[src/rtl/result_pkg.sv]
// result_pkg: shared types and helpers for the result accumulator.
// Optional feature macro used by this slice: RESULT_RELU_EN (ReLU before saturation).
package result_pkg;

  typedef enum logic [1:0] {
    IDLE = 2'd0,
    ACC  = 2'd1,
    POST = 2'd2,
    FIN  = 2'd3
  } state_e;

  localparam int OUT_W  = 16;
  localparam int DATA_W = 32;

  localparam logic signed [63:0] OUT_MAX = 64'sd32767;
  localparam logic signed [63:0] OUT_MIN = -64'sd32768;

  // Clamp a wide signed value into the signed 16-bit output range.
  function automatic logic [OUT_W-1:0] sat_to_out(input logic signed [63:0] x);
    if (x > OUT_MAX) return 16'h7FFF;
    else if (x < OUT_MIN) return 16'h8000;
    else return x[OUT_W-1:0];
  endfunction

endpackage

[src/rtl/result_postproc.sv]
// result_postproc: combinational bias add, fixed-point rescale, optional ReLU
// (macro RESULT_RELU_EN) and saturation to signed 16 bit.
module result_postproc
  import result_pkg::*;
#(
  parameter int ACC_W = 40,
  parameter int SHIFT = 8
) (
  input  logic signed [ACC_W-1:0] acc,
  input  logic        [OUT_W-1:0] bias,
  output logic        [OUT_W-1:0] value
);

  logic signed [ACC_W-1:0] bias_ext;
  logic signed [ACC_W-1:0] sum;
  logic signed [ACC_W-1:0] shifted;
  logic signed [63:0]      wide;

  // Bias is aligned to the accumulator's fraction bits before the rescale shift.
  always_comb begin
    bias_ext = {{(ACC_W-OUT_W){bias[OUT_W-1]}}, bias};
    sum      = acc + (bias_ext <<< SHIFT);
    shifted  = sum >>> SHIFT;
    wide     = {{(64-ACC_W){shifted[ACC_W-1]}}, shifted};
`ifdef RESULT_RELU_EN
    if (wide[63]) wide = '0;
`else
`endif
    value    = sat_to_out(wide);
  end

endmodule

[src/rtl/result_accumulator.sv]
// result_accumulator: accumulates IN_CH partial sums per output, post-processes
// each value and packs two 16-bit results per 32-bit result-memory write.
// Optional feature macro: RESULT_RELU_EN (clamps negative results to 0).
// psum handshake: a psum transfers on a rising edge where psum_valid and
// psum_ready are both 1; psum_ready is registered and only high in ACC, and
// psum_valid may drop at any time (the block simply waits).
module result_accumulator
  import result_pkg::*;
#(
  parameter int IN_CH = 4,
  parameter int SHIFT = 8,
  parameter int ACC_W = 40
) (
  input  logic              clk,
  input  logic              rst,
  input  logic              start,
  input  logic [15:0]       out_total,
  input  logic [OUT_W-1:0]  bias,
  input  logic              psum_valid,
  input  logic [DATA_W-1:0] psum_data,
  output logic              psum_ready,
  output logic [DATA_W-1:0] write_result_data,
  output logic              write_result_signal,
  output logic              done,
  output logic [1:0]        dbg_state
);

  localparam int CH_W = $clog2(IN_CH + 1);
  localparam logic [CH_W-1:0] CH_LAST = CH_W'(IN_CH - 1);

  state_e                   state_q, state_d;
  logic signed [ACC_W-1:0]  acc_q, acc_d;
  logic [CH_W-1:0]          ch_cnt_q, ch_cnt_d;
  logic [15:0]              out_cnt_q, out_cnt_d;
  logic [15:0]              out_total_q, out_total_d;
  logic [OUT_W-1:0]         bias_q, bias_d;
  logic [OUT_W-1:0]         low_q, low_d;
  logic                     half_q, half_d;
  logic                     psum_ready_q, psum_ready_d;
  logic [DATA_W-1:0]        wr_data_q, wr_data_d;
  logic                     wr_sig_q, wr_sig_d;
  logic                     done_q, done_d;

  logic signed [ACC_W-1:0]  psum_ext;
  logic [15:0]              out_cnt_inc;
  logic                     last_out;
  logic [OUT_W-1:0]         post_val;

  assign psum_ext    = {{(ACC_W-DATA_W){psum_data[DATA_W-1]}}, psum_data};
  assign out_cnt_inc = out_cnt_q + 16'd1;
  assign last_out    = (out_cnt_inc == out_total_q);

  result_postproc #(.ACC_W(ACC_W), .SHIFT(SHIFT)) u_postproc (
    .acc   (acc_q),
    .bias  (bias_q),
    .value (post_val)
  );

  // Next-state, datapath and registered-output computation for the pass FSM.
  always_comb begin
    state_d     = state_q;
    acc_d       = acc_q;
    ch_cnt_d    = ch_cnt_q;
    out_cnt_d   = out_cnt_q;
    out_total_d = out_total_q;
    bias_d      = bias_q;
    low_d       = low_q;
    half_d      = half_q;
    wr_data_d   = wr_data_q;
    wr_sig_d    = 1'b0;
    unique case (state_q)
      IDLE: begin
        if (start) begin
          out_total_d = out_total;
          acc_d       = '0;
          ch_cnt_d    = '0;
          out_cnt_d   = '0;
          half_d      = 1'b0;
          state_d     = (out_total == 16'd0) ? FIN : ACC;
        end
      end
      ACC: begin
        if (psum_valid && psum_ready_q) begin
          acc_d    = acc_q + psum_ext;
          ch_cnt_d = ch_cnt_q + CH_W'(1);
          if (ch_cnt_q == '0) bias_d = bias;
          if (ch_cnt_q == CH_LAST) state_d = POST;
        end
      end
      POST: begin
        out_cnt_d = out_cnt_inc;
        acc_d     = '0;
        ch_cnt_d  = '0;
        if (half_q) begin
          wr_data_d = {post_val, low_q};
          wr_sig_d  = 1'b1;
          half_d    = 1'b0;
        end else if (last_out) begin
          // Odd output count: flush the lone value with a zero upper half.
          low_d     = post_val;
          wr_data_d = {16'h0000, post_val};
          wr_sig_d  = 1'b1;
        end else begin
          low_d  = post_val;
          half_d = 1'b1;
        end
        state_d = last_out ? FIN : ACC;
      end
      FIN: begin
        state_d = IDLE;
      end
    endcase
    psum_ready_d = (state_d == ACC);
    done_d       = (state_d == FIN);
  end

  // State and output registers; reset abandons any pass in flight.
  always_ff @(posedge clk or negedge rst) begin
    if (!rst) begin
      state_q      <= IDLE;
      acc_q        <= '0;
      ch_cnt_q     <= '0;
      out_cnt_q    <= '0;
      out_total_q  <= '0;
      bias_q       <= '0;
      low_q        <= '0;
      half_q       <= 1'b0;
      psum_ready_q <= 1'b0;
      wr_data_q    <= '0;
      wr_sig_q     <= 1'b0;
      done_q       <= 1'b0;
    end else begin
      state_q      <= state_d;
      acc_q        <= acc_d;
      ch_cnt_q     <= ch_cnt_d;
      out_cnt_q    <= out_cnt_d;
      out_total_q  <= out_total_d;
      bias_q       <= bias_d;
      low_q        <= low_d;
      half_q       <= half_d;
      psum_ready_q <= psum_ready_d;
      wr_data_q    <= wr_data_d;
      wr_sig_q     <= wr_sig_d;
      done_q       <= done_d;
    end
  end

  assign psum_ready          = psum_ready_q;
  assign write_result_data   = wr_data_q;
  assign write_result_signal = wr_sig_q;
  assign done                = done_q;
  assign dbg_state           = state_q;

endmodule

[config.mk]
export PLATFORM = sky130hd
export DESIGN_NAME = result_accumulator
export DESIGN_NICKNAME = d
export VERILOG_FILES = /design/src/rtl/result_pkg.sv /design/src/rtl/result_postproc.sv /design/src/rtl/result_accumulator.sv
export SDC_FILE = /design/constraint.sdc
export NUM_CORES = 1
export LEC_CHECK = 0
export ABC_AREA = 1
export CAP_MARGIN = 20
export CORE_ASPECT_RATIO = 1.1
export CORE_MARGIN = 1
export CORE_UTILIZATION = 59
export DETAILED_ROUTE_END_ITERATION = 6
export PLACE_DENSITY_LB_ADDON = 0.15
export SYNTH_ARGS = -nofsm -noshare
export SYNTH_HDL_FRONTEND = slang
export SYNTH_SLANG_ARGS = --single-unit
[constraint.sdc]
create_clock -name clk -period 3.3 [get_ports clk]
set_input_delay 0.66 -clock clk [delete_from_list [all_inputs] [get_ports clk]]
set_output_delay 0.66 -clock clk [all_outputs]
set_load 0.01 [all_outputs]
# After elaboration in Yosys (flattened, before gate mapping)
# Index checks and enable logic that the tools add are counted.
[totals]
register_bits = 145
input_bits = 68
out_inout_bits = 37
word_cells = 66
[classes]
n_addsub = 4
n_lt_le_gt_ge = 2
eq_ne = 9
mux = 25
n_bitwise = 1
n_reduce_logical = 13
[op_table]
columns = ["cell", "count"]
rows = [
  ["$pmux 40 s3", 1],
  ["$mux 40", 2],
  ["$mux 32", 2],
  ["$mux 16", 3],
  ["$add 40x24->40", 1],
  ["$add 40x32->40", 1],
  ["$gt 32x16->1 const B", 1],
  ["$lt 32x16->1 const B", 1],
  ["$pmux 16 s2", 1],
  ["$add 16x1->16 const B", 1],
  ["$eq 16x16->1", 1],
  ["$logic_not 16->1", 1],
  ["$mux 2", 5],
  ["$pmux 3 s3", 1],
  ["$pmux 2 s4", 1],
  ["$reduce_and 2->1", 4],
  ["$eq 2x2->1 const B", 3],
  ["$mux 1", 6],
  ["$mux 3", 2],
  ["$reduce_and 3->1", 2],
  ["$eq 2x1->1 const B", 2],
  ["$ne 2x2->1 const B", 2],
  ["$reduce_bool 2->1", 2],
  ["$add 3x1->3 const B", 1],
  ["other kinds (7)", 7],
]

# Longest topological paths before layout
[depth]
depth_word = 6
mapped_depth = 22
mapped_depth_nobuf = 21

# Hierarchy
# Synthesis repeated with hierarchy kept, for this count alone.
[unflattened]
hier_cells = 1798
area_unflattened_um2 = 11823.8
[by_module_without_submodules]
columns = ["mod", "n_inst", "cells_per_inst", "area_per_inst_um2", "seq_area_each_um2"]
rows = [
  ["result_accumulator", 1, 1265, 9208.8, 3628.5],
  ["result_postproc", 1, 533, 2615.0, 0.0],
]

# Least setup slack after synthesis
# No wires, ideal clock.
[synth_timing]
path_type = "input port to flip-flop"
from = "input port psum_data[0]"
to = "register acc_q[30]"
setup_ns = 0.121
arrival_ns = 2.535
path_slack_ns = 0.644
path_stages = 11
path_cell_list = "ha_1 > fa_1 > nand3_1 > nand2_1 > a21boi_1 > o21ai_0 > a21oi_1 > o21ai_1 > a21oi_1 > nand2_1 > a22o_1"
[synth_between]
elab_chain_len = 3
[synth_lines]
columns = ["item", "line_no", "source"]
rows = [
  ["start, declared", "result_accumulator.sv:20", "input logic [DATA_W-1:0] psum_data,"],
  ["$add 40x32->40", "result_accumulator.sv:84", "acc_d = acc_q + psum_ext;"],
  ["$mux 40", "result_accumulator.sv:83", "if (psum_valid && psum_ready_q) begin"],
  ["$pmux 40 s3", "result_accumulator.sv:71", "unique case (state_q)"],
  ["end signal, assigned", "result_accumulator.sv:121", "acc_q <= '0;"],
  ["end signal, assigned", "result_accumulator.sv:134", "acc_q <= acc_d;"],
  ["end, declared", "result_accumulator.sv:32", "logic signed [ACC_W-1:0] acc_q, acc_d;"],
]
# Every way passes these cells. The select of a mux whose other input is x is not followed.
# A chain may end at the register's enable or synchronous reset.

# Worst setup path in the final report
[layout_timing]
from = "register bias_q[15]"
to = "register wr_data_q[4], in the netlist write_result_data[4]"
[layout_between]
elab_chain_len = 6
[layout_lines]
columns = ["item", "line_no", "source"]
rows = [
  ["start, declared", "result_accumulator.sv:36", "logic [OUT_W-1:0] bias_q, bias_d;"],
  ["start signal, assigned", "result_accumulator.sv:138", "bias_q <= bias_d;"],
  ["$add 40x24->40 *", "result_postproc.sv:22", "sum = acc + (bias_ext <<< SHIFT);"],
  ["$lt 32x16->1", "result_pkg.sv:21", "else if (x < OUT_MIN) return 16'h8000;"],
  ["$mux 16", "result_pkg.sv:21", ""],
  ["$mux 16 *", "result_pkg.sv:20", "if (x > OUT_MAX) return 16'h7FFF;"],
  ["$mux 32 *", "result_accumulator.sv:98", "end else if (last_out) begin"],
  ["$mux 32 *", "result_accumulator.sv:94", "if (half_q) begin"],
  ["end signal, assigned", "result_accumulator.sv:142", "wr_data_q <= wr_data_d;"],
  ["end, declared", "result_accumulator.sv:40", "logic [DATA_W-1:0] wr_data_q, wr_data_d;"],
]
# Mark *: on every way between the ends. The rest lies on a longest branch, timed or not. The select of a mux whose other input is x is not followed.

==> results_dict.tcl <==
set metrics [dict create \
    result_of_the_run "finished with violations" \
    violations_in_the_final_reports "design-rule violations" \
    finalHoldViolCount 0 \
    worst_clock_skew_ns 0.0169 \
    antenna_violations_before_repair 0 \
    fin_util_pct 72.2 \
    setup.worst_path.end_class "register" \
    clock_tree.root_cell "clkbuf_16" \
    tritoncts "built" \
    ys_async_sr_fraction_pct 100 \
    post_synth_inst_count 1649 \
    floorplan.die.height_um 147 \
    commonest_non_fill_non_tap_cells_in_the_layout "nand2_1, inv_1, nor2_1" \
    avgRoutedWirePerCell_um 16.0 \
    worstSetupStartpointType "register" \
    finalWorstPathRequiredPeriod_ns 3.13 \
    synth_flop_cell "dfrtp_1" \
    grt_pass1_vias 10900 \
    power.density_nw_per_um2 1040 \
    ys_types 51 \
    critical_path_peak_fanout 15 \
    number_of_h_tree_branching_levels 4 \
    post_route_cells_drive_above_1_share_pct 9.12 \
    port_buffers 104 \
    maxSlewHeadroom_pct 48.9 \
    dpl.hpwl_um 24700 \
    route.final.wire_length_um 32500 \
    cts.sinks 145 \
    tightest_slew_ns 0.766 \
    floorplan.die_area_um2 19600 \
    synth.largest_area_cell "dfrtp_1" \
    core_um2 18500 \
    yosysWarningCount 0 \
    drtIter0Drc 806 \
    die_width_um 134 \
    syn_to_final_growth_pct 19.0 \
    clkTransAtPathRegs_ns 0.07 \
    io_pins 105 \
    num-nets-final 1919 \
    synth_top_cell_area_share_pct 32.3 \
    worst_hold_slack_ns 0.257 \
    groute.usage.overall_pct 33.9 \
    fmax_mhz 319 \
    synth-edff-count 0 \
    seq_area_frac_synth_pct 32.3 \
    clk_path_buf_depth 2 \
    drt_antenna_net_count 0 \
    critPathArrivalTime_ns 3.46 \
    insertion_delay_ns 0.44 \
    antenna-diode-count 0 \
    first_pass_iteration_count_of_the_detailed_router 7 \
    critical_path_required_ns 3.63 \
    post_synth.cell_area_avg_um2 6.82 \
    setup_viol 0 \
    fin_crit_sh_pct 95.0 \
    cap_violations 0 \
    vias_per_cell 5.55 \
    hold_path.class "primary input to asynchronous set/reset pin" \
    pin_count_of_the_biggest_net_entering_global_routing 81 \
    row_count 52 \
    ys_ff_latch 145 \
    drcViolationCount 1 \
    gpl_wtd_cong 0.963 \
    max_slew_violation_count 0 \
    mostFrequentLayoutCell "nand2_1" \
    route.vias.total 11300 \
    netlist_area_um2 11200 \
    globalRouteOverflowTotal 0 \
    cts_hold_buf 0 \
    grt_pass1_wl_um 52300 \
    start_util_pct 60.6 \
    criticalPathCategory "register to register" \
    numCtsBuffers 17 \
    top_post_synthesis_cells_by_area "dfrtp_1, nand2_1, ha_1" \
    syn_nets 1793 \
    cellLeakagePower_nw 7.09 \
    vdd.ir_drop.worst_uv 600 \
]
[per-stage QoR]
step	cell area, µm²	setup slack, ns	cells	setup TNS [ns]	power (mW)
after floorplan	11200	0.644	1649	0	9.39
after global placement	12700	0.115	1998	0	11.6
after detailed placement	12700	0.0492	1998	0	11.8
after CTS	13300	0.0965	2029	0	13.7
after global routing	13400	-0.0549	2030	-0.292	15.2
final	13400	0.165	2030	0	14.0
[worst max-delay path: stages, from the launching register on]
cell	delay, ns
dfrtp_2	0.48
buf_4	0.22
buf_4	0.17
ha_1	0.36
inv_1	0.12
nor3_1	0.25
inv_1	0.09
nor2_1	0.11
nor2_1	0.04
o21ai_0	0.09
a21o_1	0.19
or2_1	0.13
nand2_2	0.10
inv_2	0.11
nand2_4	0.06
buf_12	0.16
nand2_1	0.11
nand3_1	0.09
nand2_1	0.08
nand2_1	0.04
[area by class of cell]
| cell class | instances | area, µm² |
|---|---|---|
| Sequential cell | 145 | 3630 |
| Clock buffer | 17 | 425 |
| Fill cell | 1599 | 5160 |
| Clock inverter | 14 | 125 |
| Timing Repair Buffer | 138 | 1350 |
| Multi-Input combinational cell | 1284 | 6840 |
| Inverter | 189 | 709 |
| Tap cell | 243 | 304 |
[path summary, 6_finish.rpt]
| path | startpoint | endpoint | slack, ns | cells past startpoint |
|---|---|---|---|---|
| max | bias_q[15] | write_result_data[4] | 0.17 | 19 |
| min | rst | out_total_q[12] | 0.26 | 1 |
| max reg2reg | bias_q[15] | write_result_data[4] | 0.17 | 19 |
| min reg2reg | write_result_data[31] | write_result_data[31] | 0.48 | 2 |
| max in group asynchronous | rst | bias_q[12] | 2.19 | 2 |
| min in group clk | write_result_data[31] | write_result_data[31] | 0.48 | 2 |
[sequential cells by signal (all words and copies together) (netlist names)]
register             count
out_total_q             16
dbg_state                2
half_q                   1
ch_cnt_q                 3
done                     1
out_cnt_q               16
acc_q                   40
psum_ready               1
write_result_data       32
bias_q                  16
low_q                   16
write_result_signal      1
[synth_stat cells, drive strengths merged (5+ instances only)]
cell    instances
nor2          173
a21boi          5
a32o            5
dfrtp         145
inv           189
xor2           29
mux2           16
a31oi           9
o21a            6
nand4          15
buf            14
clkbuf         17
o22ai          14
nand2         596
xnor2          10
a21oi          88
a21o            5
nor4            6
o21ai          86
o221ai          5
nor3           17
or2            10
nand3          88
ha             74
[where the power goes]
| group | leakage (nW) | internal, mW | switching [mW] |
|---|---|---|---|
| logic | 4.94 | 3.35 | 5.78 |
| clock network | 0.258 | 0.983 | 0.896 |
| registers | 1.89 | 2.37 | 0.585 |
| total | 7.09 | 6.71 | 7.26 |
[per-layer routing]
layer	vias to the layer above	part of all wire (%)	track usage, %
met5	-	0	0
met1	5217	42	42.2
met2	379	49	58.3
met3	67	5.5	4.04
li1	5597	-	-
met4	0	3.6	16.0
[cells by family (layout without fill, tap and decap cells)]
family | Yosys count | after routing | synth area share (%)
XOR/XNOR | 40 | 40 | 3.30
buffers and inverters | 220 | 358 | 7.80
multiplexers | 16 | 16 | 1.60
AO/OA/AOI/OAI | 236 | 236 | 12.0
AND/OR/NAND/NOR | 916 | 916 | 34.4
flip-flops | 145 | 145 | 32.3
adder cells (fa/ha/maj) | 76 | 76 | 8.59
[repair_timing]
item                       CTS  global route
gates resized for setup      0            22
setup endpoints to repair    0            45
buffers inserted             0             1
(Power assumes the default switching activity.)
